$ cat src/rtl/mult_wb_sched_if.sv
// Bus between the multiply writeback scheduler and its neighbours: issue handshake,
// per-slot hazard vectors, the shared regfile write port and performance counters.
`ifndef MULT_PPL_STAGE
`define MULT_PPL_STAGE 4
`endif

interface mult_wb_sched_if #(
    parameter int STAGES = `MULT_PPL_STAGE
);
    logic                    issue_valid_i;
    logic [4:0]              issue_rd_i;
    logic                    issue_ready_o;
    logic                    mult_adv_o;
    logic [31:0]             mult_result_i;
    logic [STAGES-1:0][4:0]  rd_addrs_o;
    logic [STAGES-1:0]       mult_uses_o;
    logic                    pipe_we_i;
    logic [4:0]              pipe_waddr_i;
    logic [31:0]             pipe_wdata_i;
    logic                    pipe_stall_o;
    logic                    rf_we_o;
    logic [4:0]              rf_waddr_o;
    logic [31:0]             rf_wdata_o;
    logic [31:0]             perf_issue_o;
    logic [31:0]             perf_wait_o;

    modport slave (
        input  issue_valid_i, issue_rd_i, mult_result_i,
        input  pipe_we_i, pipe_waddr_i, pipe_wdata_i,
        output issue_ready_o, mult_adv_o, rd_addrs_o, mult_uses_o,
        output pipe_stall_o, rf_we_o, rf_waddr_o, rf_wdata_o,
        output perf_issue_o, perf_wait_o
    );

    modport master (
        output issue_valid_i, issue_rd_i, mult_result_i,
        output pipe_we_i, pipe_waddr_i, pipe_wdata_i,
        input  issue_ready_o, mult_adv_o, rd_addrs_o, mult_uses_o,
        input  pipe_stall_o, rf_we_o, rf_waddr_o, rf_wdata_o,
        input  perf_issue_o, perf_wait_o
    );
endinterface

$ cat src/rtl/mult_wb_sched.sv
// Multiply issue/writeback scheduler: per-stage rd tracking, regfile write-port arbitration
// with starvation bound. Define MULT_PERF_EN to build the issue/wait performance counters.
`ifndef MULT_PPL_STAGE
`define MULT_PPL_STAGE 4
`endif

module mult_wb_sched #(
    parameter int STAGES       = `MULT_PPL_STAGE,
    parameter int STARVE_LIMIT = 3
) (
    input  logic              clk,
    input  logic              rst,
    mult_wb_sched_if.slave    bus
);
    localparam int CW = (STARVE_LIMIT > 0) ? $clog2(STARVE_LIMIT + 1) : 1;

    logic [STAGES-1:0]       slot_v_reg;
    logic [STAGES-1:0]       slot_v_next;
    logic [STAGES-1:0][4:0]  slot_rd_reg;
    logic [STAGES-1:0][4:0]  slot_rd_next;
    logic [CW-1:0]           starve_cnt_reg;
    logic [CW-1:0]           starve_cnt_next;

    logic pipe_req;
    logic last;
    logic starved;
    logic mult_win;
    logic adv;
    logic issue_take;

    assign pipe_req   = bus.pipe_we_i && (bus.pipe_waddr_i != 5'd0);
    assign last       = slot_v_reg[STAGES-1];
    assign starved    = (starve_cnt_reg == CW'(STARVE_LIMIT));
    assign mult_win   = last && (!pipe_req || starved);
    assign adv        = !last || mult_win;
    // rd==0 is acknowledged but never tracked, so it can neither stall nor write
    assign issue_take = bus.issue_valid_i && (bus.issue_rd_i != 5'd0);

    assign slot_v_next[0]  = issue_take;
    assign slot_rd_next[0] = issue_take ? bus.issue_rd_i : 5'd0;

    generate
        for (genvar gi = 1; gi < STAGES; gi++) begin : g_shift
            assign slot_v_next[gi]  = slot_v_reg[gi-1];
            assign slot_rd_next[gi] = slot_rd_reg[gi-1];
        end
    endgenerate

    always_ff @(posedge clk or negedge rst) begin
        if (!rst) begin
            slot_v_reg  <= '0;
            slot_rd_reg <= '0;
        end else if (adv) begin
            slot_v_reg  <= slot_v_next;
            slot_rd_reg <= slot_rd_next;
        end
    end

    always_comb begin
        starve_cnt_next = starve_cnt_reg;
        if (mult_win)
            starve_cnt_next = '0;
        else if (last && !starved)
            starve_cnt_next = starve_cnt_reg + CW'(1);
    end

    always_ff @(posedge clk or negedge rst) begin
        if (!rst)
            starve_cnt_reg <= '0;
        else
            starve_cnt_reg <= starve_cnt_next;
    end

    always_comb begin
        bus.rf_we_o    = 1'b0;
        bus.rf_waddr_o = 5'd0;
        bus.rf_wdata_o = 32'd0;
        if (mult_win) begin
            bus.rf_we_o    = 1'b1;
            bus.rf_waddr_o = slot_rd_reg[STAGES-1];
            bus.rf_wdata_o = bus.mult_result_i;
        end else if (pipe_req) begin
            bus.rf_we_o    = 1'b1;
            bus.rf_waddr_o = bus.pipe_waddr_i;
            bus.rf_wdata_o = bus.pipe_wdata_i;
        end
    end

    assign bus.issue_ready_o = adv;
    assign bus.mult_adv_o    = adv;
    assign bus.pipe_stall_o  = mult_win && pipe_req;
    assign bus.mult_uses_o   = slot_v_reg;
    assign bus.rd_addrs_o    = slot_rd_reg;

`ifdef MULT_PERF_EN
    logic [31:0] perf_issue_reg;
    logic [31:0] perf_wait_reg;

    always_ff @(posedge clk or negedge rst) begin
        if (!rst) begin
            perf_issue_reg <= 32'd0;
            perf_wait_reg  <= 32'd0;
        end else begin
            if (adv && issue_take)
                perf_issue_reg <= perf_issue_reg + 32'd1;
            if (!adv)
                perf_wait_reg <= perf_wait_reg + 32'd1;
        end
    end

    assign bus.perf_issue_o = perf_issue_reg;
    assign bus.perf_wait_o  = perf_wait_reg;
`else
    assign bus.perf_issue_o = 32'd0;
    assign bus.perf_wait_o  = 32'd0;
`endif

endmodule
$ cat src/flat_wrapper.sv
// flat-port wrapper written by rule: the top's interface ports become plain ports
module mult_wb_sched_flat 
#(
    parameter int STAGES       = `MULT_PPL_STAGE,
    parameter int STARVE_LIMIT = 3
)
  (clk, rst, bus_issue_valid_i, bus_issue_rd_i, bus_mult_result_i, bus_pipe_we_i, bus_pipe_waddr_i, bus_pipe_wdata_i, bus_issue_ready_o, bus_mult_adv_o, bus_rd_addrs_o, bus_mult_uses_o, bus_pipe_stall_o, bus_rf_we_o, bus_rf_waddr_o, bus_rf_wdata_o, bus_perf_issue_o, bus_perf_wait_o);
  mult_wb_sched_if #(.STAGES(STAGES)) bus_i ();
  input  logic clk;
  input  logic rst;
  input wire logic [$bits(bus_i.issue_valid_i)-1:0] bus_issue_valid_i;
  input wire logic [$bits(bus_i.issue_rd_i)-1:0] bus_issue_rd_i;
  input wire logic [$bits(bus_i.mult_result_i)-1:0] bus_mult_result_i;
  input wire logic [$bits(bus_i.pipe_we_i)-1:0] bus_pipe_we_i;
  input wire logic [$bits(bus_i.pipe_waddr_i)-1:0] bus_pipe_waddr_i;
  input wire logic [$bits(bus_i.pipe_wdata_i)-1:0] bus_pipe_wdata_i;
  output wire logic [$bits(bus_i.issue_ready_o)-1:0] bus_issue_ready_o;
  output wire logic [$bits(bus_i.mult_adv_o)-1:0] bus_mult_adv_o;
  output wire logic [$bits(bus_i.rd_addrs_o)-1:0] bus_rd_addrs_o;
  output wire logic [$bits(bus_i.mult_uses_o)-1:0] bus_mult_uses_o;
  output wire logic [$bits(bus_i.pipe_stall_o)-1:0] bus_pipe_stall_o;
  output wire logic [$bits(bus_i.rf_we_o)-1:0] bus_rf_we_o;
  output wire logic [$bits(bus_i.rf_waddr_o)-1:0] bus_rf_waddr_o;
  output wire logic [$bits(bus_i.rf_wdata_o)-1:0] bus_rf_wdata_o;
  output wire logic [$bits(bus_i.perf_issue_o)-1:0] bus_perf_issue_o;
  output wire logic [$bits(bus_i.perf_wait_o)-1:0] bus_perf_wait_o;
  assign bus_i.issue_valid_i = bus_issue_valid_i;
  assign bus_i.issue_rd_i = bus_issue_rd_i;
  assign bus_i.mult_result_i = bus_mult_result_i;
  assign bus_i.pipe_we_i = bus_pipe_we_i;
  assign bus_i.pipe_waddr_i = bus_pipe_waddr_i;
  assign bus_i.pipe_wdata_i = bus_pipe_wdata_i;
  assign bus_issue_ready_o = bus_i.issue_ready_o;
  assign bus_mult_adv_o = bus_i.mult_adv_o;
  assign bus_rd_addrs_o = bus_i.rd_addrs_o;
  assign bus_mult_uses_o = bus_i.mult_uses_o;
  assign bus_pipe_stall_o = bus_i.pipe_stall_o;
  assign bus_rf_we_o = bus_i.rf_we_o;
  assign bus_rf_waddr_o = bus_i.rf_waddr_o;
  assign bus_rf_wdata_o = bus_i.rf_wdata_o;
  assign bus_perf_issue_o = bus_i.perf_issue_o;
  assign bus_perf_wait_o = bus_i.perf_wait_o;
  mult_wb_sched #(.STAGES(STAGES), .STARVE_LIMIT(STARVE_LIMIT)) u_core (.clk(clk), .rst(rst), .bus(bus_i));
endmodule
$ cat config.mk
export PLATFORM = sky130hd
export DESIGN_NAME = mult_wb_sched_flat
export DESIGN_NICKNAME = d
export VERILOG_FILES = /design/src/rtl/mult_wb_sched_if.sv /design/src/rtl/mult_wb_sched.sv /design/src/flat_wrapper.sv
export SDC_FILE = /design/constraint.sdc
export NUM_CORES = 1
export LEC_CHECK = 0
export CAP_MARGIN = 20
export CORE_AREA = 5 5 90 92
export CTS_BUF_LIST = sky130_fd_sc_hd__clkbuf_8
export DETAILED_ROUTE_END_ITERATION = 16
export DIE_AREA = 0 0 95 97
export GPL_TIMING_DRIVEN = 0
export PLACE_DENSITY_LB_ADDON = 0.1
export RECOVER_POWER = 25
export REMOVE_ABC_BUFFERS = 1
export SYNTH_ARGS = -nofsm -noshare
export SYNTH_HDL_FRONTEND = slang
export SYNTH_SLANG_ARGS = --single-unit
$ cat constraint.sdc
create_clock -name clk -period 2.3 [get_ports clk]
set_input_delay 0.46 -clock clk [delete_from_list [all_inputs] [get_ports clk]]
set_output_delay 0.46 -clock clk [all_outputs]
set_load 0.02 [all_outputs]
After elaboration in Yosys (flattened, before gate mapping). Cells that the tools add are included.

Bitwise gates (word level): 0. Multipliers: 0. Add/sub/neg operators: 1. Div/mod/pow operators: 0. Equal/unequal tests: 1. Multiplexer cells: 9. Reduce and logical (&&, ||, !) cells: 13. $lt $le $gt $ge: 0. Shift-type cells: 0.

Operator list (number): 32-bit two-way mux (2); 5-bit two-way mux (3); 5-bit nonzero test (2); 1-bit logical AND (5); 2-bit two-way mux (2); 1-bit logical NOT (3); 2-bit by 1-bit adder with 2-bit output (second input constant) (1); 2-bit equality test (second input constant) (1); 1-bit logical OR (2); 1-bit two-way mux (2); 2-bit nonzero test (1).

Latch bits: 0. Memory bits (read-only): 0. Memories kept: 0. Register bits after elaboration: 26. Input bits: 78. RAM bits: 0.

Longest topological paths before layout.
Word-level depth: 6. Depth in mapped cells: 6. Gate-level depth less buffers: 4.

Worst setup path after synthesis. No wires, ideal clock.

Path type: in2out. From: in bus_pipe_waddr_i[1]. To: out bus_rf_wdata_o[17]. Slack: 0.073 ns. Stages on the path: 5. Data arrival time: 1.767 ns. Path through: or4_4 -> o21ai_1 -> buf_4 -> buf_4 -> a32o_1.

Word-level cells in the longest chain between the ends: 6. Elaborated cells between the ends (all ways): 7. Those cells by class: 2 x mux; 5 x reduce/logical.

RTL lines: from (decl) (RTL line flat_wrapper.sv:15) `input wire logic [$bits(bus_i.pipe_waddr_i)-1:0] bus_pipe_waddr_i;`; 5-bit nonzero test * (RTL line mult_wb_sched.sv:31) `assign pipe_req = bus.pipe_we_i && (bus.pipe_waddr_i != 5'd0);`; 1-bit logical AND * (RTL line mult_wb_sched.sv:31); 1-bit logical NOT (RTL line mult_wb_sched.sv:34) `assign mult_win = last && (!pipe_req || starved);`; 1-bit logical OR (RTL line mult_wb_sched.sv:34); 1-bit logical AND (RTL line mult_wb_sched.sv:34); 32-bit two-way mux * (RTL line mult_wb_sched.sv:78) `if (mult_win) begin`; to (decl) (RTL line flat_wrapper.sv:24) `output wire logic [$bits(bus_i.rf_wdata_o)-1:0] bus_rf_wdata_o;`.

Mark *: on every way between the ends. The rest lies on a longest branch, timed or not.

Worst setup path in the final report.
From: in bus_pipe_waddr_i[3]. To: out bus_rf_wdata_o[7].

Same word-level chain as after synthesis.

==> metrics.cfg <==
[outcome]
status=complete, but fails checks
violations=negative setup slack

[logic_synthesis]
synth_cells=226
ys_ff_latch=26
syn_area_per_cell_um2=9.766
ys_seq_area_share_pct=29.48
syn-cell-area_um2=2207
synth_warnings=0
synth_cell_type_count=25

[critical_path]
start_kind=input port
worstPathArrival_ns=1.95
cp.required_ns=1.84
critPathMaxFanout=8
criticalPathCategory=in -> out
worst_setup_path_end_kind=output port
r2r_slack_ns=0.54

[clock_tree]
cts_tree=done
cts_root_buffer=clkbuf_8
ctsHoldBuffers=0
htree_levels=1
clk_latency_ns=0.27
clock_sinks=26
path_clk_slew_ns=0.09
cts_made_buffers=3
clk_path_buf_depth=2

[place]
dpl_cell_area_um2=3364
io_buffers=142
gp_congestion=0.6858
pre_cts_ws_ns=-1.279
hpwl_um=5964

[sta]
clock.fmax_mhz=414.9
finalCriticalPeriod_ns=2.410
rsz0062_at_grt=yes
maxSlewHeadroom_pct=42.26
max_slew.worst_pin.slew_ns=0.8661
setup_slack_ns=-0.1102
setup_tns_ns=-2.561
clock_skew_ns=0.009097
drv_slew=0
setup_viol=32
fin_crit_sh_pct=104.8
hold_viol_final=0

[grt]
antenna_found_initial=0
overflow=0
grtUsageTotal_pct=17.11
grt_pass1_wl_um=12340
grt_max_degree=27
grt_pass1_vias=2154

[drt]
routedWlPerCell_um=18.20
drt_wl_total_um=8352
ant_nets=0
vias=2069
via_per_inst=4.508
drc_errors=0
drtIter0Drc=57
drt-pass1-iter-count=4

[die]
die_area_um2=9215
die_x_um=95
start_util_pct=30.93
num_rows=31
core_um2=7137
die_h_um=97
boundaryPins=207

[final_layout]
mostFrequentLayoutCells=94 x clkdlybuf4s50_1, 64 x conb_1, 46 x buf_6
syn_to_final_growth_pct=72.85
antenna_cells=0
largest_register_ffs=20
drive_gt1_share_pct=31.94
nets=440
final_common_cell=clkdlybuf4s50_1
final_cell_area_um2=3815

[power]
p_leak_uw=0.001797
p_comb_share_pct=64.1
sequentialPowerShare_pct=24.9
sw_frac_of_total_pct=41.35
powerDensity_nw_per_um2=882.5
switchingPower_uw=1392
p_int_uw=1974
clkPwrFrac_pct=11.0
irDropWorstVdd_uv=497.3

[worst_hold_path]
min_path_type=reg -> reg

[flow_run]
cap_violations=0

-- synthesized netlist by cell type --
cell / instances / share of area [%]
dfrtp_1: 26 / 29
clkbuf_1: 5 / 0.85
o21ai_1: 1 / 0.23
mux2_1: 1 / 0.51
nor2b_1: 1 / 0.28
buf_4: 83 / 28
o211a_1: 1 / 0.45
a32o_1: 32 / 15
o211ai_4: 1 / 0.96
conb_1: 1 / 0.17
mux2_2: 16 / 8.2
o22ai_1: 1 / 0.28
a31oi_1: 5 / 1.4
nand2_1: 11 / 1.9
or4_4: 1 / 0.51
buf_8: 2 / 1.4
mux2i_1: 6 / 2.7
a31o_2: 5 / 2.0
nand2b_1: 4 / 1.1
or4_1: 1 / 0.34
o21ai_0: 3 / 0.68
ha_1: 1 / 0.57
nor2_1: 1 / 0.17
buf_2: 4 / 0.91
inv_1: 13 / 2.2
-- metal layers --
layer | vias up | track usage (%) | wire length (µm)
met5 | - | 0 | 0
met4 | 0 | 2.331 | 18
met3 | 2 | 4.732 | 826
met2 | 96 | 32.43 | 4341
met1 | 1019 | 18.96 | 3165
li1 | 952 | - | -
-- layout make-up --
| type | count | area [µm²] |
|---|---|---|
| clock inverters | 1 | 30.03 |
| flip-flops and latches | 26 | 654.4 |
| inverters | 13 | 48.80 |
| clock buffers | 3 | 41.29 |
| repair buffers | 157 | 1682 |
| fillers | 660 | 3322 |
| well taps | 99 | 123.9 |
| multi-input cells | 160 | 1235 |
-- worst paths after layout --
path                                           start                         to  cells after the start
setup / recovery                 bus_pipe_waddr_i[3]          bus_rf_wdata_o[7]                      6
hold / removal             u_core.bus.mult_uses_o[2]  u_core.bus.mult_uses_o[3]                      1
setup reg to reg           u_core.bus.mult_uses_o[3]  u_core.bus.rd_addrs_o[19]                      4
hold reg to reg            u_core.bus.mult_uses_o[2]  u_core.bus.mult_uses_o[3]                      1
max in group asynchronous                        rst   u_core.bus.rd_addrs_o[1]                      2
min in group asynchronous                        rst  u_core.bus.mult_uses_o[0]                      1
-- critical path, stage by stage --
cell and delay, ns:
buf_6 0.09, or4_4 0.57, buf_6 0.16, o211a_4 0.27, a32o_2 0.25, buf_6 0.14
-- power groups by stage --
| stage | registers (µW) | clock network [µW] | logic, µW |
|---|---|---|---|
| final | 839 | 370 | 2160 |
| after global routing | 876 | 396 | 2290 |
| after CTS | 827 | 382 | 2150 |
| after detailed placement | 878 | 0 | 1850 |
| after global placement | 871 | 0 | 1820 |
| after floorplan | 1000 | 0 | 768 |
-- metrics by stage --
stage	utilization [%]	cells	power, µW	hold WS, ns
after detailed placement	47.14	438	2725	0.4823
after global placement	46.20	436	2692	0.4696
after CTS	52.93	461	3357	0.5042
after floorplan	-	195	1768	0.1644
final	53.45	459	3367	0.4989
after global routing	53.45	459	3557	0.5351
-- cell families (layout without fill, tap and decap cells) --
group	after synthesis	in the layout	synth area share, %
other	1	64	0.1699
AND/OR/NAND/NOR	19	19	4.308
adder cells (fa/ha/maj)	1	1	0.5668
flip-flops	26	26	29.48
buffers and inverters	107	174	33.56
AO/OA/AOI/OAI	49	53	20.52
multiplexers	23	23	11.39
-- timing repair --
item	4_1_cts	5_1_grt
pin swaps	28	11
endpoints found under the hold margin	0	0
setup endpoints to repair	65	42
gates cloned	6	0
buffers inserted	13	1
gates resized for setup	274	33
Note: power is estimated with default switching activity, not from simulation.
